File: src/rtl/difftest_pkg.sv
// Shared types for the difftest architectural event path.
//   arch_event_t : one trap event as buffered and emitted to the difftest sink
//   DROP_CNT_W   : width of the saturating dropped-event counter
package difftest_pkg;

    localparam int unsigned DROP_CNT_W = 16;

    typedef struct packed {
        logic [31:0] interrupt;
        logic [31:0] exception;
        logic [63:0] pc;
        logic [31:0] inst;
        logic        nmi;
        logic        hvictl;
    } arch_event_t;

endpackage

File: src/rtl/difftest_sync_fifo.sv
// Generic synchronous FIFO of arch_event_t, no write-to-read bypass.
//   clock, reset_n : rising-edge clock, synchronous active-low reset
//   push, push_data: write request and payload (ignored when full without a pop)
//   pop            : read request (ignored when empty)
//   head_c         : entry at the head, combinational from storage
//   occupancy      : registered entry count
//   full_c, empty_c: decoded from occupancy
module difftest_sync_fifo
    import difftest_pkg::*;
#(
    parameter int unsigned DEPTH = 4
) (
    input  logic                     clock,
    input  logic                     reset_n,
    input  logic                     push,
    input  arch_event_t              push_data,
    input  logic                     pop,
    output arch_event_t              head_c,
    output logic [$clog2(DEPTH):0]   occupancy,
    output logic                     full_c,
    output logic                     empty_c
);

    localparam int unsigned PTR_W = $clog2(DEPTH);
    localparam int unsigned OCC_W = PTR_W + 1;

    arch_event_t        mem [DEPTH];
    logic [PTR_W-1:0]   wr_ptr;
    logic [PTR_W-1:0]   rd_ptr;
    logic               push_ok;
    logic               pop_ok;

    assign full_c  = (occupancy == OCC_W'(DEPTH));
    assign empty_c = (occupancy == '0);
    assign pop_ok  = pop && !empty_c;
    // A full FIFO still takes a write when the head leaves in the same cycle.
    assign push_ok = push && (!full_c || pop_ok);
    assign head_c  = mem[rd_ptr];

    // Payload storage; contents are don't-care until written.
    always_ff @(posedge clock) begin
        if (push_ok) begin
            mem[wr_ptr] <= push_data;
        end
    end

    // Pointers wrap naturally since DEPTH is a power of two.
    always_ff @(posedge clock) begin
        if (!reset_n) begin
            wr_ptr    <= '0;
            rd_ptr    <= '0;
            occupancy <= '0;
        end else begin
            if (push_ok) wr_ptr <= wr_ptr + PTR_W'(1);
            if (pop_ok)  rd_ptr <= rd_ptr + PTR_W'(1);
            case ({push_ok, pop_ok})
                2'b10:   occupancy <= occupancy + OCC_W'(1);
                2'b01:   occupancy <= occupancy - OCC_W'(1);
                default: occupancy <= occupancy;
            endcase
        end
    end

endmodule

File: src/rtl/difftest_arch_event_queue.sv
// Buffers architectural trap events from the core and emits them one per cycle
// to the difftest arch-event sink when the step gate allows. The core is never
// back-pressured; events that find the queue full are dropped and counted.
//   clock, reset_n       : rising-edge clock, synchronous active-low reset
//   in_*                 : trap event from the commit/CSR stage
//   drain_en             : sink may accept one event this cycle
//   out_enable/out_valid : event emitted this cycle (identical)
//   out_*                : emitted event fields, held while idle
//   out_coreid           : constant CORE_ID
//   overflow, drop_count : sticky drop flag and saturating drop counter
//   occupancy            : current queue entry count
module difftest_arch_event_queue
    import difftest_pkg::*;
#(
    parameter int unsigned DEPTH   = 4,
    parameter logic [7:0]  CORE_ID = 8'd0
) (
    input  logic                    clock,
    input  logic                    reset_n,
    input  logic                    in_valid,
    input  logic [31:0]             in_interrupt,
    input  logic [31:0]             in_exception,
    input  logic [63:0]             in_pc,
    input  logic [31:0]             in_inst,
    input  logic                    in_nmi,
    input  logic                    in_hvictl,
    input  logic                    drain_en,
    output logic                    out_enable,
    output logic                    out_valid,
    output logic [31:0]             out_interrupt,
    output logic [31:0]             out_exception,
    output logic [63:0]             out_pc,
    output logic [31:0]             out_inst,
    output logic                    out_nmi,
    output logic                    out_hvictl,
    output logic [7:0]              out_coreid,
    output logic                    overflow,
    output logic [DROP_CNT_W-1:0]   drop_count,
    output logic [$clog2(DEPTH):0]  occupancy
);

    arch_event_t  evt_c;
    arch_event_t  head_c;
    arch_event_t  out_q;
    logic         live_c;
    logic         pop_c;
    logic         push_c;
    logic         drop_c;
    logic         full_c;
    logic         empty_c;

    // Qualify: a valid with no cause and no NMI carries nothing to report.
    assign live_c = in_valid && ((in_interrupt != '0) || (in_exception != '0) || in_nmi);

    // Normalise: interrupt wins over exception, except NMIs which are kept verbatim.
    always_comb begin
        evt_c.interrupt = in_interrupt;
        evt_c.exception = in_exception;
        evt_c.pc        = in_pc;
        evt_c.inst      = in_inst;
        evt_c.nmi       = in_nmi;
        evt_c.hvictl    = in_hvictl;
        if (!in_nmi && (in_interrupt != '0)) begin
            evt_c.exception = '0;
        end
    end

    // Pop decision uses registered occupancy, so a same-cycle push into an
    // empty queue is not visible until the next cycle.
    assign pop_c  = drain_en && !empty_c;
    assign push_c = live_c && (!full_c || pop_c);
    assign drop_c = live_c && !push_c;

    difftest_sync_fifo #(
        .DEPTH (DEPTH)
    ) u_fifo (
        .clock     (clock),
        .reset_n   (reset_n),
        .push      (push_c),
        .push_data (evt_c),
        .pop       (pop_c),
        .head_c    (head_c),
        .occupancy (occupancy),
        .full_c    (full_c),
        .empty_c   (empty_c)
    );

    // Output register and drop status.
    always_ff @(posedge clock) begin
        if (!reset_n) begin
            out_enable <= 1'b0;
            out_q      <= '0;
            overflow   <= 1'b0;
            drop_count <= '0;
        end else begin
            out_enable <= pop_c;
            if (pop_c) begin
                out_q <= head_c;
            end
            if (drop_c) begin
                overflow <= 1'b1;
                if (drop_count != '1) begin
                    drop_count <= drop_count + DROP_CNT_W'(1);
                end
            end
        end
    end

    assign out_valid     = out_enable;
    assign out_interrupt = out_q.interrupt;
    assign out_exception = out_q.exception;
    assign out_pc        = out_q.pc;
    assign out_inst      = out_q.inst;
    assign out_nmi       = out_q.nmi;
    assign out_hvictl    = out_q.hvictl;
    assign out_coreid    = CORE_ID;

endmodule

File: config.mk
export PLATFORM = sky130hd
export DESIGN_NAME = difftest_arch_event_queue
export DESIGN_NICKNAME = d
export VERILOG_FILES = /design/src/rtl/difftest_pkg.sv /design/src/rtl/difftest_sync_fifo.sv /design/src/rtl/difftest_arch_event_queue.sv
export SDC_FILE = /design/constraint.sdc
export NUM_CORES = 1
export LEC_CHECK = 0
export BUFFER_PORTS_ARGS = -buffer_cell sky130_fd_sc_hd__buf_4
export CORE_AREA = 5 5 288 318
export CTS_CLUSTER_SIZE = 24
export DETAILED_ROUTE_END_ITERATION = 10
export DIE_AREA = 0 0 293 323
export PLACE_DENSITY = 0.56
export RECOVER_POWER = 25
export SLEW_MARGIN = 10
export SYNTH_ARGS = -nofsm -noshare
export SYNTH_HDL_FRONTEND = slang
export SYNTH_SLANG_ARGS = --single-unit
File: constraint.sdc
create_clock -name clock -period 14.1 [get_ports clock]
set_input_delay 2.82 -clock clock [delete_from_list [all_inputs] [get_ports clock]]
set_output_delay 2.82 -clock clock [all_outputs]
set_load 0.02 [all_outputs]
==> results.yml, run 1 <==
timing:
  rsz0062_at_grt: "false"
  whs_ps: 453
  report.final.hold_viol_count: 0
  fmax_ghz: 0.177
  skew_ps: 18.2
  min_period_over_period_pct: 40.1
  period_needed_ps: 5650
  relSlewSlack_pct: 27.5
  worst_slew_pin_slew_ps: 1090
  finalSetupViolCount: 0
  tns_ps: 0
  slew_violations: 0
drt:
  postRouteWirelength_mm: 73.3
  vias: 16600
  antenna_left: 0
  via_per_inst: 4.90
  route.top_layer_used: "met5"
  wl_met2_mm: 35.7
  avgRoutedWirePerCell_um: 21.7
  drtPass1Iterations: 6
  wl_met3_mm: 4.86
  wl_met1_mm: 31.2
  dr.first_iter.drc_count: 997
  drc: 0
hold_path:
  hold_path.class: "reg -> reg"
  hold_end: "out_interrupt[0]$_SDFFE_PN0P_"
  hold_start: "out_interrupt[0]$_SDFFE_PN0P_"
  hold_depth: 2
critical_path:
  start_kind: "input port"
  cp_slowest_cell: "buf_4"
  arrival_ps: 5900
  r2r-end: "u_fifo.mem[1][134]$_DFFE_PP_"
  critPathCaptureType: "flop"
  required_ps: 14350
  critPathTopFamily: "simple AND/OR/NAND/NOR gates"
  reg2reg_setup_slack_ps: 10550
  slowest_delay_ps: 920
  ff2ff_path_depth: 5
  r2r_start: "u_fifo.occupancy[1]$_SDFFE_PN0P_"
  cp_cell_sequence: "clkbuf_1, nor4_1, nand2_1, nor4_4, a21oi_1, and2_4, buf_4"
  path_max_fanout: 61
  path_class: "in -> reg"
  critPathBufInv: 2
global_routing:
  grt_pass1_wl_mm: 110
  grt_max_degree: 164
  grt_usage_pct: 15.2
  grt_antenna_before_repair: 13
  first_global_vias: 17400
  overflow: 0
die:
  die-area_mm2: 0.0946
  fp.dieW_um: 293
  die-height_um: 323
  fp.coreArea_mm2: 0.0877
  rows: 114
  initial_core_util_pct: 34.8
  io_pins: 358
yosys:
  yosys_warnings: 0
  synth_area_mm2: 0.0306
  synth_commonest_cells: "648 x edfxtp_1, 348 x nand2_1, 187 x dfxtp_1, 169 x a21oi_1, 162 x mux4_2"
  ys_seq_area_share_pct: 75.9
  muxShareOfSynthArea_pct: 12.2
  synth.most_common_cell: "edfxtp_1"
  synth-compound-area-share_pct: 3.24
  synth_fa_ha_area_share_pct: 0.311
  synth_xor_area_share_pct: 0.115
  ys.flop_type: "edfxtp_1"
  yosys.area_share.simple_pct: 6.49
  synth_top_area_share_pct: 63.7
  synth_area_leaders: "edfxtp_1 64%, dfxtp_1 12%, mux4_2 12%"
  ys_types: 46
  ys_seq_elements: 835
  async_flop_share_pct: 0
  synth_top_family_by_area: "multiplexers"
  synth_area_per_cell_um2: 17.2
  yosys.area.top_type: "edfxtp_1"
  synth_edf_count: 648
  syn-instance-count: 1776
cts:
  postCtsResizedCells: 0
  clk_pin_slew_ps: 60
  clk_path_buf_depth: 3
  postCtsHoldBufs: 0
  ctsHtreeMaxLevel: 3
  cts_buffers: 88
  clkSinkCount: 835
  tritoncts: "done"
  insertion_delay_ps: 640
  cts_setup_buffers: 0
  cts-root-buf: "clkbuf_16"
placed_design:
  place_inst: 3201
  hpwl_mm: 43.6
  gp_congestion: 0.796
  port_buffers: 349
power_and_ir_drop:
  p_total_w: 0.00670
  pwr-share-clk_pct: 35.1
  p_int_w: 0.00486
  power.density_mw_per_mm2: 181
  pwr-share-comb_pct: 19.3
  netSwitchingPower_w: 0.00184
  leakagePower_nw: 12.3
  seq_power_share_pct: 45.6
  sw_frac_of_total_pct: 27.5
  ir_drop_mv: 0.0922
flow_run:
  drv_cap: 0
run_status:
  status: "finished, final reports clean"
cells_and_area:
  area_growth_pct: 20.9
  nets: 2304
  stdcell_count: 3377
  drive_gt1_share_pct: 25.6
==> cell type report <==
class | instances | area [um^2]
Fill cell | 7931 | 50800
Antenna cell | 10 | 25.0
Clock inverter | 38 | 490
Tap cell | 1160 | 1450
Clock buffer | 128 | 2490
Sequential cell | 835 | 23200
Inverter | 9 | 43.8
Timing Repair Buffer | 365 | 2350
Multi-Input combinational cell | 832 | 6900
==> flip-flops by register name, indices dropped and copies added (netlist names), 2 cells and up <==
| name | flops |
|---|---|
| drop_count | 16 |
| u_fifo.rd_ptr | 2 |
| out_interrupt | 32 |
| u_fifo.occupancy | 3 |
| u_fifo.wr_ptr | 2 |
| out_inst | 32 |
| out_pc | 64 |
| out_exception | 32 |
| u_fifo.mem | 648 |
==> power by group through the flow <==
stage | registers (W) | clock network, W | logic, W
after CTS | 0.00306 | 0.00242 | 0.00135
after detailed placement | 0.00311 | 0 | 0.00135
after global routing | 0.00309 | 0.00253 | 0.00142
after global placement | 0.00310 | 0 | 0.00134
after floorplan | 0.00320 | 0 | 0.000739
final | 0.00306 | 0.00235 | 0.00130
==> cells in the final DEF (no fill, tap or decap), types with 3 or more instances in the layout <==
master     netlist  layout
edfxtp_1       648     648
conb_1           1       8
clkbuf_8         0       5
o21ai_0          5       5
mux4_2         162     162
a21oi_1        169     169
o21a_1           3       3
dfxtp_1        187     185
xor2_1           3       3
clkinv_1         1       5
nor4_1          15      15
and2_1          38      34
nand3_1          5       5
inv_6            0       7
clkinv_8         0       5
diode_2          0      10
nand2_1        348     348
clkinv_2         0      12
nand2b_1         8       8
clkbuf_16        0      92
ha_1             6       6
and3_1           9       9
nand4_1          6       6
nor2_1          10      10
buf_4            9     256
bufinv_16        0       9
mux2i_1          9       9
inv_1            8       7
clkbuf_1        57     139
or3_1            3       3
and2_4           0       4
==> worst max path at each step <==
| stage | startpoint | to | slack (ps) | cells past startpoint |
|---|---|---|---|---|
| 3_3_place_gp | in_nmi | u_fifo.mem[1][139]$_DFFE_PP_ | 7900 | 7 |
| 2_1_floorplan | in_exception[2] | u_fifo.mem[0][0]$_DFFE_PP_ | 6400 | 5 |
| 4_1_cts | in_nmi | u_fifo.mem[1][142]$_DFFE_PP_ | 8550 | 7 |
| 3_5_place_dp | in_nmi | u_fifo.mem[1][140]$_DFFE_PP_ | 7870 | 7 |
| 6_report | in_interrupt[29] | u_fifo.mem[1][134]$_DFFE_PP_ | 8450 | 7 |
| 5_1_grt | in_interrupt[29] | u_fifo.mem[1][141]$_DFFE_PP_ | 8240 | 7 |
==> tightest hold or removal path: cells and delay by family (launching register included) <==
family	cells	cell delay (ps)
AOI/OAI and AO/OA	1	50
DFF	1	310
and+or+nand+nor	1	50
==> layer usage <==
layer  vias to the layer above  global-route usage (%)
met1                      8500                    19.9
met3                       106                    4.02
li1                       7513                       -
met5                         -                       0
met4                         8                    4.42
met2                       424                    25.3
==> cell families (layout without fill, tap and decap cells) <==
group                      Yosys count  in the layout
AOI/OAI and AO/OA                  188            188
xor gates and xnor gates             4              4
adders and majority gates            7              7
buffers and inverters              116            540
DFF                                835            835
muxes                              171            171
other                                1             18
and+or+nand+nor                    454            454
==> per-stage QoR <==
| stage | worst slack [ps] | utilization [%] | area [um^2] |
|---|---|---|---|
| 6_report | 8450 | 42.1 | 37000 |
| 5_1_grt | 8240 | 42.1 | 36900 |
| 4_1_cts | 8550 | 42.6 | 37300 |
| 3_5_place_dp | 7870 | 39.2 | 34400 |
| 3_3_place_gp | 7900 | 39.2 | 34400 |
| 2_1_floorplan | 6400 | - | 30600 |
No activity file was read; power rests on OpenSTA's default activity.
==> run 2: changes to the inputs <==
Clock period 14.1 ns to 5.7 ns, I/O delays scaled along.
==> run 2 against run 1 <==
First-iteration DRC count is 0.50% higher. Critical path depth stayed put. Largest cell class unchanged. Die area stayed put. Clock power is 140% higher. Worst hold slack better by 0.70 ps.
==> results.yml, run 2 (synthesis gave the netlist of run 1 again) <==
drt:
  dr.first_iter.drc_count: 1002
  avgRoutedWirePerCell_um: 22.0
  antenna_left: 0
  drtPass1Iterations: 5
  wl_met1_mm: 30.9
  postRouteWirelength_mm: 74.3
  drc: 0
  vias: 16600
  wl_met3_mm: 5.25
  wl_met2_mm: 36.8
  route.top_layer_used: "met5"
  via_per_inst: 4.91
critical_path:
  worstSetupPathDepth: 7
  slowest_delay_ps: 830
  ff2ff_path_depth: 5
  critPathTopFamily: "simple AND/OR/NAND/NOR gates"
  endpoint: "u_fifo.mem[0][1]$_DFFE_PP_"
  r2r_start: "u_fifo.occupancy[1]$_SDFFE_PN0P_"
  start_kind: "input port"
  r2r-end: "u_fifo.mem[0][1]$_DFFE_PP_"
  path_class: "in -> reg"
  reg2reg_setup_slack_ps: 2090
  critPathLaunch: "in_interrupt[28]"
  required_ps: 5960
  critPathCaptureType: "flop"
  cp_slowest_cell: "a21oi_1"
  critPathBufInv: 2
  arrival_ps: 4150
  path_max_fanout: 124
  cp_cell_sequence: "clkbuf_1, nor4_1, nand2_1, nor4_4, a21oi_1, and2_4, buf_12"
timing:
  fmax_ghz: 0.257
  worst_slack_ps: 1800
  whs_ps: 454
  min_period_over_period_pct: 68.4
  period_needed_ps: 3900
  rsz0062_at_grt: "false"
  slew_violations: 0
  skew_ps: 21.3
  relSlewSlack_pct: 28.2
  report.final.hold_viol_count: 0
  worst_slew_pin_slew_ps: 1080
  finalSetupViolCount: 0
  tns_ps: 0
cells_and_area:
  largest_reg_flops: 648
  seqCellArea_mm2: 0.0232
  area_growth_pct: 20.9
  stdcell_count: 3371
  multi_input_area_mm2: 0.00690
  final_common_cell: "edfxtp_1"
  fillers: 7939
  drive_gt1_share_pct: 25.6
  top_register: "u_fifo.mem"
  final_cell_mix: "648 x edfxtp_1, 348 x nand2_1, 243 x buf_4, 185 x dfxtp_1, 169 x a21oi_1"
  fin_util_pct: 42.1
  nets: 2301
global_routing:
  grt_usage_pct: 15.4
  first_global_vias: 17500
  overflow: 0
  grt_pass1_wl_mm: 111
  grt_max_degree: 164
  grt_antenna_before_repair: 10
cts:
  cts_setup_buffers: 0
  tritoncts: "done"
  insertion_delay_ps: 640
  ctsHtreeMaxLevel: 3
  cts_buffers: 88
  postCtsHoldBufs: 0
  clkSinkCount: 835
  postCtsResizedCells: 0
  clk_pin_slew_ps: 60
  cts-root-buf: "clkbuf_16"
  clk_path_buf_depth: 3
power_and_ir_drop:
  sw_frac_of_total_pct: 27.8
  p_int_w: 0.0119
  netSwitchingPower_w: 0.00459
  power.density_mw_per_mm2: 446
  pwr-share-clk_pct: 34.5
  leakagePower_nw: 12.3
  seq_power_share_pct: 45.6
  pwr-share-comb_pct: 19.9
  ir_drop_mv: 0.307
placed_design:
  hpwl_mm: 43.0
  place_inst: 3198
  gp_congestion: 0.807
  pre_cts_ws_ps: 1310
  port_buffers: 349
die:
  io_pins: 358
  initial_core_util_pct: 34.8
  die-height_um: 323
  fp.coreArea_mm2: 0.0877
  fp.dieW_um: 293
  rows: 114
  die-area_mm2: 0.0946
hold_path:
  hold_path.class: "reg -> reg"
  hold_depth: 2
flow_run:
  drv_cap: 0
run_status:
  status: "finished, final reports clean"
[run 2: routing by layer]
layer	track usage, %	vias to the layer above
li1	-	7481
met1	19.9	8490
met2	26.0	479
met3	4.09	94
met4	4.05	6
met5	0	-
[run 2: worst min path at each step]
stage                                    from  slack [ps]                             end
2_1_floorplan   u_fifo.wr_ptr[0]$_SDFFE_PN0P_         470   u_fifo.wr_ptr[0]$_SDFFE_PN0P_
3_3_place_gp   out_interrupt[28]$_SDFFE_PN0P_         440  out_interrupt[28]$_SDFFE_PN0P_
3_5_place_dp         out_inst[6]$_SDFFE_PN0P_         450        out_inst[6]$_SDFFE_PN0P_
4_1_cts              out_inst[6]$_SDFFE_PN0P_         450        out_inst[6]$_SDFFE_PN0P_
5_1_grt              out_inst[6]$_SDFFE_PN0P_         470        out_inst[6]$_SDFFE_PN0P_
6_report       out_exception[11]$_SDFFE_PN0P_         450  out_exception[11]$_SDFFE_PN0P_
[run 2: power by group through the flow]
stage	Clock [W]	Sequential (W)	Combinational [W]
floorplan	0	0.00789	0.00183
global placement	0	0.00762	0.00340
detailed placement	0	0.00765	0.00341
CTS	0.00585	0.00753	0.00342
global route	0.00615	0.00758	0.00358
finish	0.00569	0.00751	0.00327
[run 2: metrics by stage]
stage	area, um^2	total power, W
2_1_floorplan	30600	0.00972
3_3_place_gp	34400	0.0110
3_5_place_dp	34400	0.0111
4_1_cts	37300	0.0168
5_1_grt	36900	0.0173
6_report	36900	0.0165
[run 2: cell type report]
cell class | count | share of cell area, %
repair buffers | 362 | 6.50
clock inverters | 45 | 1.21
multi-input cells | 832 | 18.7
clock buffers | 121 | 6.68
flip-flops and latches | 835 | 62.8
well taps | 1160 | 3.93
inverters | 9 | 0.119
diodes | 7 | 0.0474
[run 2: worst min-delay path, cell delays in order, from the launching register on]
cell and delay, ps:
dfxtp_1 310, nand2_1 50, a21oi_1 50
==> run 3: changes to the inputs <==
Settings changed: ABC_AREA set to 1, CORE_AREA 5 5 288 318 to 5 5 292 323, DIE_AREA 0 0 293 323 to 0 0 297 328.
Clock period 5.7 ns to 3.8 ns, I/O delays scaled along.
==> run 3 against run 2 <==
Sequential share of layout area down 1.7 points. Routed wire length up 8.4%. Count of clock-buffer cells in the layout is 7 higher. Final cell count is 25% higher. Critical path depth up 8. First-iteration DRC count is 23% higher. Via count rose by 23%. Register-to-register slack worse by 720 ps. Non-clock buffer count grew 16. Global-route usage grew 0.63 points. Critical path type unchanged. Critical endpoint is now u_fifo.occupancy[2]$_SDFFE_PN0P_. Largest cell class unchanged.
==> results.yml, run 3 <==
run_status:
  status: "finished, final reports clean"
critical_path:
  path_max_fanout: 5
  reg2reg_setup_slack_ps: 1370
  r2r_start: "u_fifo.occupancy[0]$_SDFFE_PN0P_"
  required_ps: 4310
  r2r-end: "u_fifo.mem[0][90]$_DFFE_PP_"
  endpoint: "u_fifo.occupancy[2]$_SDFFE_PN0P_"
  critPathLaunch: "in_interrupt[27]"
  ff2ff_path_depth: 5
  critPathCaptureType: "flop"
  start_kind: "input port"
  arrival_ps: 3370
  path_class: "in -> reg"
yosys:
  synth-compound-area-share_pct: 11.5
  synth_xor_area_share_pct: 0
  synth_area_mm2: 0.0315
  yosys.area_share.simple_pct: 10.7
  ys_seq_area_share_pct: 73.7
  ys_types: 32
  muxShareOfSynthArea_pct: 0
  ys_seq_elements: 835
  ys.flop_type: "edfxtp_1"
  synth_top_family_by_area: "compound AO/OA/AOI/OAI gates"
  syn-instance-count: 2643
  synth_area_per_cell_um2: 11.9
  synth_area_leaders: "edfxtp_1 62%, dfxtp_1 12%, nor2_1 9.1%"
  synth_fa_ha_area_share_pct: 0.302
  yosys_warnings: 0
  synth_top_area_share_pct: 61.8
  async_flop_share_pct: 0
  synth_edf_count: 648
  synth.most_common_cell: "nor2_1"
  yosys.area.top_type: "edfxtp_1"
  synth_commonest_cells: "762 x nor2_1, 648 x edfxtp_1, 293 x o21ai_0, 207 x o21ai_1, 187 x dfxtp_1"
drt:
  drc: 0
  vias: 20400
  postRouteWirelength_mm: 80.6
  wl_met2_mm: 39.4
  dr.first_iter.drc_count: 1230
  antenna_left: 0
  avgRoutedWirePerCell_um: 19.2
  wl_met3_mm: 5.13
  wl_met1_mm: 34.4
  via_per_inst: 4.85
  drtPass1Iterations: 4
  route.top_layer_used: "met5"
placed_design:
  hpwl_mm: 44.8
  postPlaceCellArea_mm2: 0.0353
  gp_congestion: 0.723
  port_buffers: 349
cts:
  cts_buffers: 89
  clk_path_buf_depth: 3
  postCtsHoldBufs: 0
  insertion_delay_ps: 640
  postCtsResizedCells: 0
  clkSinkCount: 835
  cts_setup_buffers: 0
  ctsHtreeMaxLevel: 3
  cts-root-buf: "clkbuf_16"
  clk_pin_slew_ps: 60
  tritoncts: "done"
cells_and_area:
  fin_util_pct: 42.0
  drive_gt1_share_pct: 15.0
  nets: 3114
  top_register: "u_fifo.mem"
  multi_input_area_mm2: 0.00718
  area_growth_pct: 20.6
  design_area_mm2: 0.0380
  largest_reg_flops: 648
  final_cell_mix: "747 x nor2_1, 648 x edfxtp_1, 293 x o21ai_0, 249 x buf_4, 207 x o21ai_1"
  seqCellArea_mm2: 0.0232
  final_common_cell: "nor2_1"
  fillers: 8538
power_and_ir_drop:
  ir_drop_mv: 0.465
  power.density_mw_per_mm2: 704
  leakagePower_nw: 13.5
die:
  fp.coreArea_mm2: 0.0904
  fp.dieW_um: 297
  die-area_mm2: 0.0974
  die-height_um: 328
  initial_core_util_pct: 34.8
  io_pins: 358
  rows: 116
timing:
  min_period_over_period_pct: 75.2
  relSlewSlack_pct: 25.5
  finalSetupViolCount: 0
  fmax_ghz: 0.350
  skew_ps: 20.7
  report.final.hold_viol_count: 0
  tns_ps: 0
  period_needed_ps: 2860
  rsz0062_at_grt: "false"
  worst_slew_pin_slew_ps: 1120
  slew_violations: 0
global_routing:
  first_global_vias: 19900
  grt_max_degree: 220
  overflow: 0
  grt_antenna_before_repair: 8
  grt_usage_pct: 16.0
  grt_pass1_wl_mm: 122
flow_run:
  drv_cap: 0
hold_path:
  hold_path.class: "in -> reg"
-- run 3: cell count changes in the layout (fill, tap and decap cells not counted), moves of 162 or more --
cell	previous run	this run
mux4_2	162	0
o21ai_0	5	293
nand2_1	348	57
nor2_1	10	747
a21oi_1	169	7
o21ai_1	0	207
-- run 3: area by class of cell --
| class | instances | area share, % |
|---|---|---|
| sequential | 835 | 61.1 |
| multi-input combinational | 1550 | 18.9 |
| timing repair buffer | 378 | 7.03 |
| clock buffer | 128 | 6.71 |
| tap | 1180 | 3.89 |
| clock inverter | 39 | 1.39 |
| inverter | 87 | 0.893 |
| antenna | 7 | 0.0461 |
-- run 3: logic make-up (layout without fill, tap and decap cells) --
logic type      count (synthesis)  after routing
simple gates                  859            859
compound gates                676            676
other cells                     1             15
buf+inv                       265            632
flops                         835            835
fa+ha+maj                       7              7
-- run 3: power by group --
group	switching [W]	internal, W	leakage (nW)
sequential	0.000613	0.0110	7.51
combinational	0.00413	0.00201	4.45
clock	0.00355	0.00544	1.50
total	0.00829	0.0185	13.5
-- run 3: critical path, stage by stage --
cell,delay [ps]
buf_4,130
nor2_1,290
nand2_1,90
nor2_1,300
nand2_1,150
nor2_2,360
nand2_2,140
nand3_4,100
ha_1,140
inv_1,70
fa_1,370
a21oi_1,140
o21ai_0,110
o21ai_0,160
a21oi_1,50
-- run 3: per-stage QoR --
step | total power [W] | worst slack (ps) | hold WS [ps] | cells
floorplan | 0.0155 | -405 | 498 | 2650
global placement | 0.0181 | 262 | 486 | 4030
detailed placement | 0.0181 | 309 | 499 | 4030
CTS | 0.0272 | 1000 | 266 | 4197
global route | 0.0281 | 897 | 310 | 4199
finish | 0.0267 | 941 | 347 | 4204
-- run 3: how the worst min path moves through the flow --
| stage | slack, ps | end | cells after the start | from |
|---|---|---|---|---|
| detailed placement | 500 | overflow$_SDFFE_PN0P_ | 2 | overflow$_SDFFE_PN0P_ |
| finish | 350 | u_fifo.mem[1][43]$_DFFE_PP_ | 1 | in_pc[9] |
| global placement | 490 | overflow$_SDFFE_PN0P_ | 2 | overflow$_SDFFE_PN0P_ |
| floorplan | 500 | u_fifo.wr_ptr[1]$_SDFFE_PN0P_ | 2 | u_fifo.wr_ptr[1]$_SDFFE_PN0P_ |
| CTS | 270 | u_fifo.mem[2][63]$_DFFE_PP_ | 1 | in_pc[29] |
| global route | 310 | u_fifo.mem[0][44]$_DFFE_PP_ | 1 | in_pc[10] |
-- run 3: metal layers --
layer  vias to the layer above  global-route usage, %
met5                         -                      0
met1                      9865                   20.1
met3                       111                   4.26
met2                       466                   27.6
li1                       9944                      -
met4                         6                   4.40
